**src/rtl/multi_channel_ds_pwm_driver.sv**
```systemverilog
// Center-aligned (dual-slope) PWM driver for CHANNELS half-bridges.
// Each channel has complementary high/low gate enables with dead-time,
// double-buffered duty words and a latched fault state.
//
// state   | meaning
// --------+-------------------------------------------------------------
// S_IDLE  | no period running, all gate enables low, waiting for trigger
// S_RUN   | phase counter sweeping 0..PERIOD-1, gates follow active duty
// S_FAULT | latched fault, gates low, left only by fault_clear (fault low)

module multi_channel_ds_pwm_driver #(
  parameter int CHANNELS      = 3,
  parameter int DATA_WIDTH    = 16,
  parameter int PERIOD        = 100,
  parameter int MAX_ON_CYCLES = 95,
  parameter int DEAD_TIME     = 2
) (
  input  logic                           clk,
  input  logic                           reset,
  input  logic                           trigger,
  input  logic                           fault,
  input  logic                           fault_clear,
  input  logic                           pwm_valid,
  input  logic [CHANNELS*DATA_WIDTH-1:0] pwm_data,
  output logic [CHANNELS-1:0]            driver_pwm_h,
  output logic [CHANNELS-1:0]            driver_pwm_l,
  output logic                           status_running,
  output logic                           status_fault
);

  // Phase counter width, plus one extra bit for the on-window bounds:
  // the upper bound can reach PERIOD itself.
  localparam int CW   = $clog2(PERIOD);
  localparam int AW   = CW + 1;
  localparam int HALF = PERIOD / 2;

  localparam logic [CW-1:0]         P_LAST = CW'(PERIOD - 1);
  localparam logic [AW-1:0]         HALF_A = AW'(HALF);
  localparam logic [DATA_WIDTH-1:0] MAX_D  = DATA_WIDTH'(MAX_ON_CYCLES);

  typedef enum logic [1:0] {
    S_IDLE  = 2'd0,
    S_RUN   = 2'd1,
    S_FAULT = 2'd2
  } state_t;

  state_t                  state;
  logic [CW-1:0]           phase;
  logic [AW-1:0]           phase_ext;
  logic                    trig_pend;
  logic                    run;
  logic                    period_start;

  logic [DATA_WIDTH-1:0]   pending [CHANNELS];
  logic [AW-1:0]           active  [CHANNELS];

  logic [CHANNELS-1:0]     raw;
  logic [CHANNELS-1:0]     raw_d;

  assign run       = (state == S_RUN);
  assign phase_ext = {1'b0, phase};

  // Clamped duty always fits in AW bits because MAX_ON_CYCLES < PERIOD.
  function automatic logic [AW-1:0] clamp_duty(input logic [DATA_WIDTH-1:0] d);
    logic [DATA_WIDTH-1:0] c;
    c = (d > MAX_D) ? MAX_D : d;
    return AW'(c);
  endfunction

  // A new period begins on a trigger from idle or on a wrap at the last phase;
  // fault overrides both.
  always_comb begin
    period_start = 1'b0;
    if (!fault) begin
      if (state == S_IDLE && trigger) begin
        period_start = 1'b1;
      end else if (state == S_RUN && phase == P_LAST && (trig_pend || trigger)) begin
        period_start = 1'b1;
      end
    end
  end

  // Main FSM: state, phase counter, trigger memory and status flags.
  always_ff @(posedge clk) begin
    if (reset) begin
      state          <= S_IDLE;
      phase          <= '0;
      trig_pend      <= 1'b0;
      status_running <= 1'b0;
      status_fault   <= 1'b0;
    end else if (fault) begin
      state          <= S_FAULT;
      phase          <= '0;
      trig_pend      <= 1'b0;
      status_running <= 1'b0;
      status_fault   <= 1'b1;
    end else begin
      case (state)
        S_IDLE: begin
          phase     <= '0;
          trig_pend <= 1'b0;
          if (trigger) begin
            state          <= S_RUN;
            status_running <= 1'b1;
          end
        end
        S_RUN: begin
          if (phase == P_LAST) begin
            phase     <= '0;
            trig_pend <= 1'b0;
            if (!(trig_pend || trigger)) begin
              state          <= S_IDLE;
              status_running <= 1'b0;
            end
          end else begin
            phase <= phase + 1'b1;
            if (trigger) begin
              trig_pend <= 1'b1;
            end
          end
        end
        S_FAULT: begin
          phase     <= '0;
          trig_pend <= 1'b0;
          if (fault_clear) begin
            state        <= S_IDLE;
            status_fault <= 1'b0;
          end
        end
        default: begin
          state          <= S_IDLE;
          phase          <= '0;
          trig_pend      <= 1'b0;
          status_running <= 1'b0;
          status_fault   <= 1'b0;
        end
      endcase
    end
  end

  // Duty double buffer: pending takes host writes at any time, active only
  // changes at a period start, so a write never tears a running period.
  always_ff @(posedge clk) begin
    if (reset) begin
      for (int n = 0; n < CHANNELS; n++) begin
        pending[n] <= '0;
        active[n]  <= '0;
      end
    end else begin
      for (int n = 0; n < CHANNELS; n++) begin
        if (pwm_valid) begin
          pending[n] <= pwm_data[(CHANNELS-1-n)*DATA_WIDTH +: DATA_WIDTH];
        end
        if (period_start) begin
          active[n] <= clamp_duty(pending[n]);
        end
      end
    end
  end

  // Per-channel on-window: floor(d/2) cycles before HALF, ceil(d/2) from HALF.
  for (genvar n = 0; n < CHANNELS; n++) begin : g_ch
    logic [AW-1:0] lo;
    logic [AW-1:0] hi;
    assign lo     = HALF_A - (active[n] >> 1);
    assign hi     = HALF_A + active[n] - (active[n] >> 1);
    assign raw[n] = run && (phase_ext >= lo) && (phase_ext < hi);
  end

  // Dead-time delay line; rising edges of h and l are both pushed out by
  // DEAD_TIME because each side needs raw and its delayed copy to agree.
  if (DEAD_TIME == 0) begin : g_no_dt
    assign raw_d = raw;
  end else begin : g_dt
    logic [CHANNELS-1:0] dl [DEAD_TIME];

    // Shift raw through DEAD_TIME stages, flushed on reset and while faulted.
    always_ff @(posedge clk) begin
      if (reset || state == S_FAULT) begin
        for (int k = 0; k < DEAD_TIME; k++) begin
          dl[k] <= '0;
        end
      end else begin
        dl[0] <= raw;
        for (int k = 1; k < DEAD_TIME; k++) begin
          dl[k] <= dl[k-1];
        end
      end
    end

    assign raw_d = run ? dl[DEAD_TIME-1] : '0;
  end

  // Registered gate enables; both sides held low outside RUN.
  always_ff @(posedge clk) begin
    if (reset) begin
      driver_pwm_h <= '0;
      driver_pwm_l <= '0;
    end else if (run) begin
      driver_pwm_h <= raw & raw_d;
      driver_pwm_l <= ~raw & ~raw_d;
    end else begin
      driver_pwm_h <= '0;
      driver_pwm_l <= '0;
    end
  end

endmodule

```
**config.mk**
```make
export PLATFORM = sky130hd
export DESIGN_NAME = multi_channel_ds_pwm_driver
export DESIGN_NICKNAME = d
export VERILOG_FILES = /design/src/rtl/multi_channel_ds_pwm_driver.sv
export SDC_FILE = /design/constraint.sdc
export NUM_CORES = 1
export LEC_CHECK = 0
export ABC_AREA = 1
export CAP_MARGIN = 15
export CORE_ASPECT_RATIO = 0.75
export CORE_MARGIN = 8
export CORE_UTILIZATION = 30
export DETAILED_ROUTE_END_ITERATION = 16
export PLACE_DENSITY = 0.57
export REMOVE_ABC_BUFFERS = 1
export SYNTH_ARGS = -nofsm -noshare
export SYNTH_HDL_FRONTEND = slang
export SYNTH_SLANG_ARGS = --single-unit
```
**constraint.sdc**
```tcl
create_clock -name clk -period 5.43 [get_ports clk]
set_clock_uncertainty 0.15 [all_clocks]
set_input_delay 0.543 -clock clk [delete_from_list [all_inputs] [get_ports clk]]
set_output_delay 0.543 -clock clk [all_outputs]
set_load 0.02 [all_outputs]
```
## Word level (Yosys, flattened, before mapping)

Memories as Yosys holds them, arrays and structs flattened.
Cells that the tools add are included.

- $add $sub $neg: 10
- $lt $le $gt $ge: 9
- Equal/unequal tests: 12
- Multiplexer cells: 39
- Bitwise gates (word level): 14
- Reduce and logical (&&, ||, !) cells: 20

Operators by type and width:

| cell | count |
|---|---|
| > comparator 16 x 7 -> 1 bit, second input constant | 3 |
| 2-to-1 mux 16 bit | 3 |
| 2-to-1 mux 8 bit | 6 |
| adder 6 x 8 -> 8 bit, first input constant | 3 |
| >= comparator 7 x 8 -> 1 bit | 3 |
| less-than comparator 7 x 8 -> 1 bit | 3 |
| subtractor 6 x 7 -> 8 bit, first input constant | 3 |
| subtractor 8 x 7 -> 8 bit | 3 |
| 2-to-1 mux 1 bit | 19 |
| AND reduction 4 bit | 3 |
| 2-to-1 mux 2 bit | 5 |
| logical AND 1 bit | 9 |
| 2-to-1 mux 3 bit | 3 |
| inequality test 3 bit, second input constant | 3 |
| OR 1 bit | 8 |
| adder 7 x 1 -> 7 bit, second input constant | 1 |
| equality test 7 bit, second input constant | 1 |
| AND 3 bit | 2 |
| inequality test 2 bit, second input constant | 3 |
| inverter 3 bit | 2 |
| case mux 2 bit (3 select lines) | 1 |
| OR reduction 2 bit | 3 |
| inequality test 2 x 1 -> 1 bit, second input constant | 2 |
| OR reduction 4 bit | 1 |
| 9 further kinds | 11 |

- Register bits: 18
- Memory bits (writable): 78
- Output and inout bits: 8
- Word-level logic and storage cells: 115
- Memories kept: 3

Memories:

| name | depth | width | read ports | clocked after Yosys merged registers in | wr ports | RTL line | source |
|---|---|---|---|---|---|---|---|
| pending | 3 | 16 | 3 | 0 | 3 | 54 | `logic [DATA_WIDTH-1:0] pending [CHANNELS];` |
| active | 3 | 8 | 3 | 0 | 3 | 55 | `logic [AW-1:0] active [CHANNELS];` |
| g_dt.dl | 2 | 3 | 2 | 0 | 2 | 175 | `logic [CHANNELS-1:0] dl [DEAD_TIME];` |

## Depth between registers and ports, before layout

- Word-level depth: 10
- Depth in mapped cells: 18
- Mapped depth without buffers: 18

## Worst setup path after synthesis

No wires, ideal clock.

- Kind: register to register
- Start point: mem active[0][10] in the netlist's numbering
- End point: reg driver_pwm_l[1]
- Library setup time: 0.109 ns
- Data arrival time: 2.359 ns
- Data required time: 5.171 ns
- Setup slack: 2.812 ns
- Cell stages (with the launch flop): 16
- Path through: edfxtp_1 > ha_1 > inv_1 > ha_1 > fa_1 > nand2_1 > nand2_1 > nand2_1 > xor2_1 > ha_1 > a21oi_1 > nand2_1 > nand3_1 > nand3_1 > nand2_1 > inv_1

RTL lines:

| what | RTL line | source |
|---|---|---|
| start, declared | 55 |  |
| end signal, assigned | 201 | `driver_pwm_l <= ~raw & ~raw_d;` |
| end, declared | 26 | `output logic [CHANNELS-1:0] driver_pwm_l,` |

==> flow_summary.ini <==
[drt]
wl_per_cell_um = 11.1
total_iterations_of_the_first_detailed_routing_run = 4
detailroute.via_count = 4502
ant_nets = 0
drc_markers = 0
postRouteWirelength_mm = 12.3
drt_first_iter_violations = 297
vias_per_cell = 4.06

[sta]
report.final.slew_viol_count = 0
finalSetupTns_ns = 0
final-hold-violation-count = 0
final_min_period_over_clock_period_pct = 52.3
finalSetupViolCount = 0
timing.hold.ws_ns = 0.262
time_the_worst_path_needs_with_i_o_delays_and_setup_ns = 2.84
fmaxAchievable_mhz = 352
timing.max_slew.rel_slack_pct = 61.5
rsz0062_at_grt = false
tightestPinTransition_ns = 0.577

[final_layout]
area_delta_synth_final_pct = 19.8
final_area_um2 = 7620
area_taken_by_multi_input_logic_gates_um2 = 3030
drive_gt1_share_pct = 4.01
final_util_pct = 36.3
count_of_fill_cells_added_during_filler_insertion = 2176
seq_area_um2 = 2640
finalNetCount = 974
num_antenna_cells = 0

[critical_path]
worst-setup-path-type = reg -> reg
critical_path_arrival_ns = 2.94
crit_slowest_cell = edfxtp_1
ff2ff_setup_slack_ns = 2.59
required_time_at_the_endpoint_of_the_critical_path_ns = 5.53
timing.critical_path.cells = inv_1 > ha_1 > inv_1 > ha_1 > fa_1 > nand2_1 > nand2_1 > nand2_1 > xor2_1 > ha_1 > a21oi_1 > nand2_1 > nand3_1 > nand3_1 > nand2_1 > inv_1
timing.critical_path.mode_cell = nand2_1
worst-path-max-fanout = 4
setup.worst_path.start_class = flip-flop
critical-path-max-stage-delay_ns = 0.42
crit_path_end_kind = flip-flop

[synth]
synth_top_flop_cell = edfxtp_1
netlist_top_cells_area = edfxtp_1, ha_1, inv_1
list_of_most_frequent_post_synthesis_cells = inv_1, nor2_1, nand2_1
synth_seq_area_share_pct = 41.5
synth_top_area_cell = edfxtp_1
ys_warn_count = 0
yosysMostFrequentCell = inv_1
ys_seq_elements = 96
synth_cell_types = 32
synth-edff-count = 72
synthesis.instances = 747
yosys.area.top_type_share_pct = 34.0
post_syn_area_um2 = 6360
syn_avg_cell_area_um2 = 8.52
synthArstFlopShare_pct = 0

[grt]
grt_start_max_net_pins = 49
grtUsageTotal_pct = 10.2
antenna_found_initial = 0
first_pass_grt_wire_length_mm = 21.4
first_global_vias = 4541
grt-ovfl-total = 0

[power_and_ir_drop]
ir_drop_mv = 0.146
total_power_mw = 1.87
power.density_nw_per_um2 = 245
p_leak_nw = 3.86

[clocking]
cts-hold-fix-buffers = 0
clk_pin_slew_ns = 0.07
numCtsBuffers = 9
clock_sinks = 96
post-cts-setup-buffers = 0
ctsHtreeMaxLevel = 3
root_buffer = clkbuf_16
tritoncts = done
worstSkewPairLatency_ns = 0.35
post_cts_resized = 0
cts-root-to-sink-buffers = 2

[run]
timing.max_cap.violations = 0

[floorplanning]
floorplan.die_area_um2 = 26200
rows = 46
ios = 62
core_region_area_um2 = 21000
die_y_um = 142
initial_utilization_pct = 30.3
dieWidth_um = 184

[placed_design]
gp_congestion = 0.774
place_area_um2 = 7310
port_buffers = 61
hpwl_mm = 9.56

[hold_path]
worst_min_path_class = reg -> reg

[run_status]
run_status = finished clean
==> kinds of logic (layout without fill, tap and decap cells) <==
| kind of cell | count (synthesis) | in the layout | share of synthesized area, % |
|---|---|---|---|
| XOR/XNOR | 26 | 26 | 3.58 |
| adder cells (fa/ha/maj) | 103 | 103 | 20.6 |
| buffers and inverters | 182 | 255 | 11.0 |
| other | 1 | 3 | 0.0589 |
| AND/OR/NAND/NOR | 290 | 290 | 19.0 |
| flip-flops | 96 | 96 | 41.5 |
| AO/OA/AOI/OAI | 49 | 49 | 4.21 |
==> cell type report <==
cell class                 instances  share of cell area [%]
sequential                        96                    34.7
timing repair buffer              64                    8.47
clock buffer                       9                    2.95
tap                              288                    4.73
clock inverter                     7                   0.853
inverter                         175                    8.62
multi-input combinational        471                    39.7
==> metal layers <==
| metal | vias up | part of all wire, % | GRT usage, % |
|---|---|---|---|
| li1 | 2467 | - | - |
| met2 | 68 | 40 | 15.2 |
| met1 | 1954 | 54 | 14.2 |
| met5 | - | 0 | 0 |
| met4 | 0 | 1.2 | 2.84 |
| met3 | 13 | 4.8 | 2.73 |
==> path summary, 6_finish.rpt <==
check / start / end / depth (start not counted)
setup / recovery: active[0][17] / driver_pwm_l[2] / 16
hold / removal: g_dt.dl[0][1] / g_dt.dl[0][4] / 2
setup reg to reg: active[0][17] / driver_pwm_l[2] / 16
hold reg to reg: g_dt.dl[0][1] / g_dt.dl[0][4] / 2
==> critical path, delay by kind of cell (launching register included) <==
family          cells  cell delay (ns)
flops               1             0.42
fa+ha+maj           4             1.16
simple gates        7             0.56
buf+inv             3             0.16
compound gates      1             0.14
xor+xnor            1             0.15
==> through the flow <==
stage	worst slack, ns	std cells
after global placement	2.69	1093
after detailed placement	2.60	1093
after floorplan	2.81	742
after CTS	2.59	1109
final	2.59	1110
after global routing	2.30	1110
==> flip-flops by register name (all words and copies together) (netlist names) <==
register,flops
trig_pend,1
pending,48
phase,7
active,24
driver_pwm_l,3
status_fault,1
g_dt.dl,6
state,2
status_running,1
driver_pwm_h,3
==> where the power goes <==
part	total, mW	switching, mW	internal, mW
Combinational	0.390	0.217	0.172
Sequential	0.859	0.0226	0.836
Clock	0.620	0.300	0.320
Total	1.87	0.540	1.33
==> placed cells by master (no fill, tap or decap), types with 2 or more instances in the layout <==
cell type	count
clkbuf_16	9
nor2_1	122
edfxtp_1	72
xor2_1	20
nor3_2	2
nand3_1	35
inv_1	172
ha_1	100
nor4_1	4
a21o_1	6
o21ai_0	8
and3_1	4
nor3_1	2
fa_1	3
inv_6	2
nand2_2	3
nand2_1	112
a21oi_1	31
inv_2	3
dfxtp_1	24
buf_4	2
conb_1	3
xnor2_1	6
clkdlybuf4s50_1	61
or2_2	2
No activity file was read; power rests on OpenSTA's default activity.
